<file path="config.mk">
export PLATFORM = sky130hd
export DESIGN_NAME = i2s_tdm_clock_gen
export DESIGN_NICKNAME = d
export VERILOG_FILES = /design/src/rtl/i2s_tdm_clock_gen.sv
export SDC_FILE = /design/constraint.sdc
export NUM_CORES = 1
export LEC_CHECK = 0
export ABC_CLOCK_PERIOD_IN_PS = 3900
export CAP_MARGIN = 15
export CELL_PAD_IN_SITES_DETAIL_PLACEMENT = 1
export CELL_PAD_IN_SITES_GLOBAL_PLACEMENT = 2
export CORE_ASPECT_RATIO = 1.75
export CORE_MARGIN = 2
export CORE_UTILIZATION = 38
export CTS_BUF_LIST = sky130_fd_sc_hd__clkbuf_8 sky130_fd_sc_hd__clkbuf_16
export CTS_CLUSTER_SIZE = 12
export DETAILED_ROUTE_END_ITERATION = 6
export PLACE_DENSITY_LB_ADDON = 0.1
export SYNTH_ARGS = -nofsm -noshare
export SYNTH_HDL_FRONTEND = slang
export SYNTH_SLANG_ARGS = --single-unit
export TNS_END_PERCENT = 5
</file>
<file path="constraint.sdc">
create_clock -name clk_i -period 3.9 [get_ports clk_i]
set_clock_uncertainty 0.15 [all_clocks]
set_input_delay 0.78 -clock clk_i [delete_from_list [all_inputs] [get_ports clk_i]]
set_output_delay 0.78 -clock clk_i [all_outputs]
set_load 0.01 [all_outputs]
</file>
<file path="src/rtl/i2s_tdm_clock_gen.sv">
// i2s_tdm_clock_gen: runtime-configurable I2S / TDM serial-audio clock master.
// Generates SCK with exact 50% duty from a half-period divider. It also generates
// WS (I2S word select or TDM frame-sync pulse), SCK edge strobes, and slot/bit
// position outputs for downstream serialisers. Divider, mode and slot count
// are latched at each frame start, so a change in the middle of a frame
// waits for the next frame boundary.
module i2s_tdm_clock_gen #(
  parameter int unsigned DIV_W     = 8,
  parameter int unsigned SLOT_BITS = 32,
  parameter int unsigned MAX_SLOTS = 8,
  parameter logic        WS_POL    = 1'b0
) (
  input  logic                         clk_i,
  input  logic                         rst_ni,
  input  logic                         en_i,
  input  logic [DIV_W-1:0]             div_i,
  input  logic                         tdm_i,
  input  logic [$clog2(MAX_SLOTS)-1:0] nslots_m1_i,
  output logic                         sck_o,
  output logic                         ws_o,
  output logic                         frame_start_o,
  output logic                         sck_rise_o,
  output logic                         sck_fall_o,
  output logic [$clog2(MAX_SLOTS)-1:0] slot_o,
  output logic [$clog2(SLOT_BITS)-1:0] bit_o,
  output logic                         active_o
);

  localparam int unsigned SLOT_W = $clog2(MAX_SLOTS);
  localparam int unsigned BIT_W  = $clog2(SLOT_BITS);

  localparam logic [BIT_W-1:0]  BIT_LAST = BIT_W'(SLOT_BITS - 1);
  localparam logic [SLOT_W-1:0] SLOT_ONE = SLOT_W'(1);

  localparam logic [1:0] ST_IDLE      = 2'd0;
  localparam logic [1:0] ST_RUN       = 2'd1;
  localparam logic [1:0] ST_STOP_PEND = 2'd2;

  // Control state and latched frame configuration
  logic [1:0]        r_state;
  logic [DIV_W-1:0]  r_cnt;
  logic [DIV_W-1:0]  r_dm1;
  logic              r_tdm;
  logic [SLOT_W-1:0] r_last;

  // Registered outputs
  logic              r_sck;
  logic              r_ws;
  logic              r_fs;
  logic              r_rise;
  logic              r_fall;
  logic [SLOT_W-1:0] r_slot;
  logic [BIT_W-1:0]  r_bit;
  logic              r_active;

  // Combinational next-position and event decode
  logic [DIV_W-1:0]  w_dm1_in;
  logic [SLOT_W-1:0] w_last_in;
  logic              w_ws_idle;
  logic              w_term;
  logic              w_bit_wrap;
  logic              w_slot_wrap;
  logic [BIT_W-1:0]  w_nbit;
  logic [SLOT_W-1:0] w_nslot;
  logic              w_boundary;
  logic              w_stop;
  logic              w_ws_frame;
  logic              w_ws_next;

  // WS level for a given position. In I2S mode WS leads each slot by one bit.
  // In TDM mode WS is high during the last bit of the last slot.
  function automatic logic ws_calc(
    input logic              tdm,
    input logic [SLOT_W-1:0] last,
    input logic [SLOT_W-1:0] slot,
    input logic [BIT_W-1:0]  bitn
  );
    logic alt;
    if (tdm) begin
      return (slot == last) && (bitn == BIT_LAST);
    end
    alt = ((slot == SLOT_ONE) && (bitn != BIT_LAST)) ||
          ((slot == '0) && (bitn == BIT_LAST));
    return alt ? ~WS_POL : WS_POL;
  endfunction

  // Decode the divider terminal count, the next bit/slot position and frame events
  always_comb begin
    w_dm1_in    = (div_i == '0) ? '0 : div_i - DIV_W'(1);
    w_last_in   = tdm_i ? nslots_m1_i : SLOT_ONE;
    w_ws_idle   = tdm_i ? 1'b0 : WS_POL;
    w_term      = (r_cnt == r_dm1);
    w_bit_wrap  = (r_bit == BIT_LAST);
    w_slot_wrap = w_bit_wrap && (r_slot == r_last);
    w_nbit      = w_bit_wrap ? '0 : r_bit + BIT_W'(1);
    w_nslot     = r_slot;
    if (w_bit_wrap) begin
      w_nslot = (r_slot == r_last) ? '0 : r_slot + SLOT_W'(1);
    end
    // A frame boundary is an SCK fall where both slot and bit wrap
    w_boundary  = (r_state != ST_IDLE) && w_term && r_sck && w_slot_wrap;
    w_stop      = w_boundary && (r_state == ST_STOP_PEND) && !en_i;
    // At a boundary the freshly sampled mode decides the WS level of slot 0 bit 0
    w_ws_frame  = ws_calc(tdm_i, w_last_in, '0, '0);
    w_ws_next   = ws_calc(r_tdm, r_last, w_nslot, w_nbit);
  end

  // Run/stop control, SCK generation, position counters and WS
  always_ff @(posedge clk_i or negedge rst_ni) begin
    if (!rst_ni) begin
      r_state  <= ST_IDLE;
      r_cnt    <= '0;
      r_dm1    <= '0;
      r_tdm    <= 1'b0;
      r_last   <= SLOT_ONE;
      r_sck    <= 1'b0;
      r_ws     <= WS_POL;
      r_fs     <= 1'b0;
      r_rise   <= 1'b0;
      r_fall   <= 1'b0;
      r_slot   <= '0;
      r_bit    <= '0;
      r_active <= 1'b0;
    end else if (r_state == ST_IDLE) begin
      r_cnt  <= '0;
      r_sck  <= 1'b0;
      r_rise <= 1'b0;
      r_fall <= 1'b0;
      r_slot <= '0;
      r_bit  <= '0;
      r_ws   <= w_ws_idle;
      if (en_i) begin
        // Start: slot 0 bit 0 begins now; the first rise comes D clocks later
        r_state  <= ST_RUN;
        r_dm1    <= w_dm1_in;
        r_tdm    <= tdm_i;
        r_last   <= w_last_in;
        r_fs     <= 1'b1;
        r_active <= 1'b1;
      end else begin
        r_fs     <= 1'b0;
        r_active <= 1'b0;
      end
    end else begin
      r_fs   <= 1'b0;
      r_rise <= 1'b0;
      r_fall <= 1'b0;

      if (r_state == ST_RUN && !en_i) begin
        r_state <= ST_STOP_PEND;
      end else if (r_state == ST_STOP_PEND && en_i) begin
        r_state <= ST_RUN;
      end

      if (w_term) begin
        r_cnt  <= '0;
        r_sck  <= ~r_sck;
        r_rise <= ~r_sck;
        r_fall <= r_sck;
        if (r_sck) begin
          r_bit  <= w_nbit;
          r_slot <= w_nslot;
          if (w_stop) begin
            // The pending stop takes effect on the boundary fall instead of a new frame starting
            r_state  <= ST_IDLE;
            r_active <= 1'b0;
            r_ws     <= w_ws_idle;
          end else if (w_boundary) begin
            r_fs   <= 1'b1;
            r_dm1  <= w_dm1_in;
            r_tdm  <= tdm_i;
            r_last <= w_last_in;
            r_ws   <= w_ws_frame;
          end else begin
            r_ws <= w_ws_next;
          end
        end
      end else begin
        r_cnt <= r_cnt + DIV_W'(1);
      end
    end
  end

  assign sck_o         = r_sck;
  assign ws_o          = r_ws;
  assign frame_start_o = r_fs;
  assign sck_rise_o    = r_rise;
  assign sck_fall_o    = r_fall;
  assign slot_o        = r_slot;
  assign bit_o         = r_bit;
  assign active_o      = r_active;

endmodule

</file>
### Yosys cells after proc, flatten, opt, wreduce, memory -nomap -nowiden

Cells that the tools add are included.

| word-level totals | value |
|---|---|
| bits in registers | 36 |
| bits of input ports | 15 |
| logic and storage cells | 119 |

| cells by class | value |
|---|---|
| add/sub/neg operators | 4 |
| equality and inequality tests | 11 |
| multiplexer cells | 66 |
| bitwise logic cells | 1 |
| reductions and logical operators | 24 |

Operators by type and width:

| cell | count |
|---|---|
| 2-to-1 mux 8 bit | 9 |
| 2-to-1 mux 3 bit | 12 |
| 2-to-1 mux 1 bit | 34 |
| 2-to-1 mux 5 bit | 4 |
| 2-to-1 mux 2 bit | 7 |
| logical AND 1 bit | 11 |
| == test 5 bit, second input constant | 2 |
| nonzero test 2 bit | 5 |
| adder 8 x 1 -> 8 bit, second input constant | 1 |
| == test 8 bit | 1 |
| logical NOT 8 bit | 1 |
| subtractor 8 x 1 -> 8 bit, second input constant | 1 |
| == test 3 bit | 2 |
| adder 5 x 1 -> 5 bit, second input constant | 1 |
| inequality test 5 bit, second input constant | 1 |
| AND reduction 5 bit | 1 |
| adder 3 x 1 -> 3 bit, second input constant | 1 |
| == test 3 x 1 -> 1 bit, second input constant | 1 |
| logical NOT 3 bit | 1 |
| AND reduction 3 bit | 1 |
| == test 2 x 1 -> 1 bit, second input constant | 1 |
| == test 2 bit, second input constant | 1 |
| logical NOT 2 bit | 1 |
| inequality test 2 x 1 -> 1 bit, second input constant | 1 |
| 5 further kinds | 5 |

### Logic depth before layout (Yosys ltp)

Gate-level depths: netlist of run 1.

| depth | value |
|---|---|
| depth in word-level cells | 13 |
| mapped depth | 9 |

### Worst setup path after synthesis of run 1

OpenSTA, ideal clock, no wires.

| path | value |
|---|---|
| path kind | input to register |
| start | input port div_i[0] |
| end | register r_dm1[6] |
| library setup time | 0.127 ns |
| arrival time | 2.207 ns |
| required time | 3.623 ns |
| path slack | 1.416 ns |
| cell stages on the path | 6 |
| cells stage by stage | inv_1 ha_1 or3b_2 nor3_1 mux2_2 mux2_1 |

| between the ends | value |
|---|---|
| cells in the longest elaborated chain, start to end | 7 |

Ends and longest elaborated chain:

| what | line | source |
|---|---|---|
| start: declaration | 16 | `input logic [DIV_W-1:0] div_i,` |
| subtractor 8 x 1 -> 8 bit / logical NOT 8 bit (equally long branches) | 89 | `w_dm1_in = (div_i == '0) ? '0 : div_i - DIV_W'(1);` |
| 2-to-1 mux 8 bit (*) | 89 |  |
| 2-to-1 mux 8 bit | 168 | `end else if (w_boundary) begin` |
| 2-to-1 mux 8 bit | 163 | `if (w_stop) begin` |
| 2-to-1 mux 8 bit | 160 | `if (r_sck) begin` |
| 2-to-1 mux 8 bit | 155 | `if (w_term) begin` |
| 2-to-1 mux 8 bit (*) | 124 | `end else if (r_state == ST_IDLE) begin` |
| end signal: assignment | 135 | `r_dm1 <= w_dm1_in;` |
| end signal: assignment | 170 | `r_dm1 <= w_dm1_in;` |
| end: declaration | 42 | `logic [DIV_W-1:0] r_dm1;` |

Every way passes the cells marked *; elsewhere a longest branch is shown, timed or not. The select of a mux whose other input is x is not followed.
A chain may end at the register's enable or synchronous reset.

### Worst setup path in the final report of run 1

| path | value |
|---|---|
| start | register r_bit[0], in the netlist bit_o[0] |
| end | register r_dm1[3] |

| between the ends | value |
|---|---|
| cells in the longest elaborated chain, start to end | 7 |

Ends and longest elaborated chain:

| what | line | source |
|---|---|---|
| start: declaration | 53 | `logic [BIT_W-1:0] r_bit;` |
| start signal: assignment | 161 | `r_bit <= w_nbit;` |
| == test 5 bit (*) | 93 | `w_bit_wrap = (r_bit == BIT_LAST);` |
| logical AND 1 bit (*) | 94 | `w_slot_wrap = w_bit_wrap && (r_slot == r_last);` |
| logical AND 1 bit (*) | 101 | `w_boundary = (r_state != ST_IDLE) && w_term && r_sck && w_slot_wrap;` |
| logical AND 1 bit (2 in a row) | 102 | `w_stop = w_boundary && (r_state == ST_STOP_PEND) && !en_i;` |
| inequality test 2 x 1 -> 1 bit (no source line) | - |  |
| AND reduction 5 bit (no source line) (*) | - |  |

Every way passes the cells marked *; elsewhere a longest branch is shown, timed or not.

==> flow_summary.json, run 1 <==
{
  "path_max_fanout": 13,
  "reg2regPathDepth": 7,
  "grt_pass1_wl_mm": 8.05,
  "setup_viol": 0,
  "rows": 36,
  "status": "completed",
  "die_h_um": 103,
  "p_per_area_mw_per_mm2": 428,
  "hold_viol": 0,
  "fin_crit_sh_pct": 77.6,
  "dieArea_mm2": 0.00620,
  "overflow": 0,
  "synth-async-reset-ratio_pct": 100,
  "io_buffers": 28,
  "synth_edf_count": 0,
  "cap_violations": 0,
  "drc": 0,
  "whs_path_depth": 2,
  "rrSetupSlack_ns": 0.88,
  "dpl.hpwl_mm": 3.86,
  "rsz0062_at_grt": "false",
  "netlist_top_cells_area": "dfrtp_1 41%, xor2_1 7.5%, ha_1 4.1%, mux2_1 3.7%, nor2_1 3.7%",
  "cp_cell_sequence": "ha_1, and3_1, ha_1, and4_1, nand4_2, a21oi_4, mux2_2",
  "antenna_cells": 0,
  "areaGrowthSynthToFinish_pct": 19.8,
  "htree_levels": 2,
  "ys.flop_type": "dfrtp_1",
  "critPathSlowestCell": "ha_1",
  "ctsResizeCount": 0,
  "critPathMaxStageDelay_ns": 0.44,
  "setup-tns-final_ns": 0,
  "numCtsBuffers": 5,
  "ys_ff_latch": 36,
  "antenna_found_initial": 0,
  "avgSynthCellArea_um2": 10.4,
  "synth_warnings": 0,
  "yosysTopAreaCell": "dfrtp_1",
  "first_pass_iters": 4,
  "p_leak_nw": 1.10,
  "multiInputGateArea_mm2": 0.00114,
  "cp.arrival_ns": 3.04,
  "synth_area_mm2": 0.00212,
  "rr_startpoint": "bit_o[0]",
  "place_area_mm2": 0.00245,
  "vias": 1618,
  "cts_tree": "built",
  "fmax_mhz": 331,
  "slew-limit-headroom_pct": 43.3,
  "yosysSeqAreaShare_pct": 42.6,
  "cts_hold_buf": 0,
  "layout.nets": 255,
  "r2r-end": "r_dm1[3]",
  "peakVddDrop_v": 0.000284,
  "endpoint_kind": "register",
  "start_util_pct": 38.8,
  "final_max_slew_viol_count": 0,
  "core_area_mm2": 0.00545,
  "tightestPinTransition_ns": 0.847,
  "design_area_mm2": 0.00253,
  "path_class": "register to register",
  "ant_nets": 0,
  "clk_pin_slew_ns": 0.07,
  "grt_max_degree": 37,
  "hold_end": "ws_o",
  "cp_common_cell": "ha_1",
  "drt_first_iter_violations": 37,
  "synthesis.instances": 204,
  "hp-class": "register to register",
  "cts-root-buf": "clkbuf_8",
  "die_width_um": 60.4,
  "syn-num-nets": 226,
  "period_needed_ns": 3.02,
  "fill_cells": 617,
  "holdCritStartpoint": "ws_o",
  "startpoint_type": "register",
  "boundaryPins": 29,
  "cts_buffer_depth": 2,
  "avgViaCountPerCell": 5.22,
  "layout-drive-gt1-share_pct": 9.83,
  "worstSkewPairLatency_ns": 0.28,
  "cts.sinks": 36,
  "wl_per_cell_um": 15.8,
  "cts_setup_buffers": 0,
  "synth_cell_type_count": 48,
  "drt-total-wl_mm": 4.91,
  "final-seq-area_um2": 902,
  "synth_top_area_share_pct": 41.4,
  "first_global_vias": 1737,
  "gp_congestion": 0.816,
  "cp_data_required_time_ns": 3.92,
  "grt_usage_pct": 17.7
}
final cells by class:
| cell class | count | share of cell area [%] |
|---|---|---|
| Timing Repair Buffer | 29 | 11.4 |
| Multi-Input combinational cell | 155 | 45.2 |
| Inverter | 6 | 0.889 |
| Sequential cell | 36 | 35.6 |
| Clock inverter | 3 | 0.494 |
| Clock buffer | 5 | 2.72 |
| Tap cell | 76 | 3.75 |
per-layer routing:
| metal | share of wire [%] | global-route usage (%) | vias up |
|---|---|---|---|
| met4 | 2.6 | 7.69 | 0 |
| met1 | 36 | 18.0 | 811 |
| met3 | 2.1 | 2.89 | 10 |
| li1 | - | - | 777 |
| met2 | 59 | 33.7 | 20 |
| met5 | 0 | 0 | - |
worst max path at each step:
| stage | startpoint | to | slack, ns | cells past startpoint |
|---|---|---|---|---|
| after global placement | div_i[0] | r_dm1[6] | 0.89 | 7 |
| after CTS | bit_o[0] | r_dm1[3] | 0.84 | 7 |
| after floorplan | div_i[0] | r_dm1[6] | 1.42 | 6 |
| after global routing | bit_o[0] | r_dm1[6] | 0.65 | 7 |
| final | bit_o[0] | r_dm1[3] | 0.88 | 7 |
| after detailed placement | div_i[0] | r_dm1[6] | 0.80 | 7 |
state kept, by name, indices dropped and copies added (netlist names):
name           cells
sck_rise_o         1
r_dm1              8
bit_o              5
frame_start_o      1
r_state            2
r_tdm              1
sck_fall_o         1
sck_o              1
slot_o             3
ws_o               1
r_cnt              8
r_last             3
active_o           1
synth_stat cells (all sizes together), types with 6 or more instances:
cell	count
a21oi	13
buf	6
dfrtp	35
ha	7
inv	6
mux2	11
nand2	13
nand3	10
nor2	21
xnor2	8
xor2	18
through the flow:
step                std cells  power [mW]  utilization [%]  setup WS (ns)  hold WS [ns]
floorplan                 204       0.734                -           1.42         0.328
global placement          302       0.833             45.0          0.887         0.357
detailed placement        302       0.853             45.0          0.798         0.355
CTS                       310        1.11             46.5          0.844         0.370
global route              310        1.16             46.5          0.650         0.389
finish                    310        1.09             46.5          0.875         0.359
placed cells by master, fill, tap and decap left out, types with 2 or more instances in the layout:
master,instances
a21oi_1,12
and3_1,3
clkbuf_8,5
clkdlybuf4s50_1,28
dfrtp_1,35
ha_1,7
inv_1,8
mux2_1,7
mux2_2,4
mux2i_1,5
nand2_1,13
nand3_1,9
nand4_1,2
nor2_1,21
nor2b_1,2
nor3_1,3
nor3b_1,2
nor4_4,2
o21ai_0,5
o31ai_1,3
or2_2,2
or3_1,4
or4_1,3
xnor2_1,7
xor2_1,18
worst max-delay path, delay by kind of cell, from the launching register on:
| kind | cells | cell delay, ns |
|---|---|---|
| flip-flops | 1 | 0.42 |
| AND/OR/NAND/NOR | 3 | 0.82 |
| AO/OA/AOI/OAI | 1 | 0.43 |
| adder cells (fa/ha/maj) | 2 | 0.70 |
| multiplexers | 1 | 0.38 |
logic make-up after synthesis:
group | count (synthesis) | synth area share, %
XOR/XNOR | 27 | 12.2
flip-flops | 36 | 42.6
AO/OA/AOI/OAI | 28 | 8.69
multiplexers | 16 | 8.22
AND/OR/NAND/NOR | 77 | 20.9
buffers and inverters | 13 | 3.25
adder cells (fa/ha/maj) | 7 | 4.14
where the power goes:
group,switching (mW),internal [mW],leakage (nW)
combinational,0.153,0.149,0.598
clock,0.125,0.120,0.0505
sequential,0.0920,0.446,0.452
total,0.371,0.715,1.10
No activity file was read; power rests on OpenSTA's default activity.
==> run 2, diff against run 1 <==
- ABC_CLOCK_PERIOD_IN_PS: 3900 -> 2500
- CORE_UTILIZATION: 38 -> 32
- clock period: 3.9 -> 2.5 ns (I/O delays scaled with it)
==> run 2 against run 1 <==
First-iteration DRC count rose by 59%. Final cell count rose by 10%. Critical path depth up 2. Die area increased by 18%. Clock power increased to 2.6 times the previous value. Count of clock-buffer cells in the layout grew 2. Design area rose by 15%. Worst setup slack got worse by 0.78 ns.
==> flow_summary.json, run 2 (synthesized netlist as in run 1, its figures left out) <==
{
  "status": "completed",
  "path_max_fanout": 12,
  "vias": 1699,
  "cap_violations": 0,
  "final_max_slew_viol_count": 0,
  "drt-met1-wl_mm": 1.95,
  "gp_congestion": 0.793,
  "hold_viol": 0,
  "cp_data_required_time_ns": 2.51,
  "p_leak_nw": 1.27,
  "netSwitchingFraction_pct": 30.8,
  "wl_met2_mm": 2.95,
  "tightestPinTransition_ns": 0.470,
  "p_per_area_mw_per_mm2": 679,
  "cts_hold_buf": 0,
  "startpoint_type": "register",
  "final_common_cell": "dfrtp_1",
  "avgViaCountPerCell": 4.97,
  "layout-drive-gt1-share_pct": 23.8,
  "layout_common_cells": "35 x dfrtp_1, 28 x clkdlybuf4s50_1, 27 x buf_4, 21 x nor2_1, 18 x xor2_1",
  "path_class": "register to register",
  "boundaryPins": 29,
  "antenna_found_initial": 0,
  "numCtsBuffers": 5,
  "cts_buffer_depth": 2,
  "multiInputGateArea_mm2": 0.00122,
  "cts_tree": "built",
  "cts-root-buf": "clkbuf_16",
  "wl_per_cell_um": 14.9,
  "final-seq-area_um2": 902,
  "clk_pin_slew_ns": 0.05,
  "first_pass_iters": 4,
  "grt_pass1_wl_mm": 8.67,
  "overflow": 0,
  "die_h_um": 112,
  "switchingPower_mw": 0.607,
  "wl_met3_um": 94,
  "core_area_mm2": 0.00644,
  "layout.nets": 282,
  "fin_crit_sh_pct": 96.2,
  "ant_nets": 0,
  "grt_max_degree": 37,
  "htree_levels": 2,
  "areaGrowthSynthToFinish_pct": 37.3,
  "drc": 0,
  "setup_viol": 0,
  "utilization_pct": 45.1,
  "dpl.hpwl_mm": 3.99,
  "worstSkewPairLatency_ns": 0.28,
  "fmax_mhz": 416,
  "drt-total-wl_mm": 5.08,
  "internal_power_mw": 1.36,
  "dieArea_mm2": 0.00730,
  "endpoint_kind": "register",
  "cts.sinks": 36,
  "io_buffers": 28,
  "power_frac_seq_pct": 42.4,
  "die_width_um": 65.5,
  "p_clk_share_pct": 32.4,
  "antenna_cells": 0,
  "grt_usage_pct": 15.3,
  "pwr-share-comb_pct": 25.3,
  "place_area_mm2": 0.00266,
  "first_global_vias": 1864,
  "hp-class": "register to register",
  "slew-limit-headroom_pct": 68.7,
  "rows": 39,
  "cp.arrival_ns": 2.41,
  "rsz0062_at_grt": "true",
  "design_area_mm2": 0.00291,
  "peakVddDrop_v": 0.000430,
  "drt_first_iter_violations": 59,
  "period_needed_ns": 2.40,
  "highest_layer": "met4",
  "fill_cells": 739,
  "start_util_pct": 32.8
}
[run 2: changes by cell type in the layout (fill, tap and decap cells not counted), moves of 2 or more]
cell	change
buf_4	+26
clkbuf_16	+5
clkbuf_8	-3
ha_1	-2
inv_1	-2
[run 2: path summary, 6_finish.rpt]
kind / cells after the start / slack, ns / to / from
hold reg to reg: 1 / 0.37 / r_dm1[2] / r_dm1[2]
min in group asynchronous: 2 / 0.50 / r_last[1] / rst_ni
setup reg to reg: 9 / 0.1 / r_dm1[5] / bit_o[1]
hold / removal: 1 / 0.37 / r_dm1[2] / r_dm1[2]
setup / recovery: 9 / 0.1 / r_dm1[5] / bit_o[1]
max in group asynchronous: 2 / 1.35 / r_last[0] / rst_ni
[run 2: routing by layer]
metal	global-route usage, %	up-vias
met4	6.39	0
met5	0	-
met3	2.83	6
met2	28.9	15
met1	15.8	848
li1	-	830
[run 2: final cells by class]
cell class	count	share of cell area, %
multi-input cells	155	42.1
flip-flops and latches	36	31.1
repair buffers	56	17.3
clock buffers	7	5.25
well taps	82	3.53
inverters	6	0.775
[run 2: repair_timing]
action | CTS | global route
hold endpoints to repair | 0 | 0
buffers inserted | 0 | 2
endpoints found under the setup margin | 12 | 11
gates resized for setup | 5 | 11
pin swaps | 1 | 4
[run 2: power groups by stage]
stage	clock network (mW)	registers [mW]	logic (mW)
finish	0.638	0.835	0.498
floorplan	0	0.819	0.326
detailed placement	0	0.845	0.499
global placement	0	0.839	0.479
global route	0.688	0.853	0.566
CTS	0.668	0.837	0.505
[run 2: worst max-delay path: stages (launching register included)]
cell and delay, ns:
dfrtp_1 0.37, ha_2 0.19, and3_4 0.20, ha_4 0.16
buf_4 0.13, and4_4 0.25, nand4_4 0.13, a21oi_4 0.21
buf_12 0.16, mux2_2 0.33
[run 2: per-stage QoR]
| stage | cells | setup WS, ns | hold slack (ns) | power, mW | TNS [ns] |
|---|---|---|---|---|---|
| 2_1_floorplan | 204 | 0.0884 | 0.0544 | 1.14 | 0 |
| 3_3_place_gp | 333 | -0.166 | 0.361 | 1.32 | -1.55 |
| 3_5_place_dp | 333 | -0.199 | 0.359 | 1.34 | -1.56 |
| 4_1_cts | 340 | 0.00299 | 0.371 | 2.01 | 0 |
| 5_1_grt | 342 | -0.0441 | 0.388 | 2.11 | -0.222 |
| 6_report | 342 | 0.0959 | 0.367 | 1.97 | 0 |
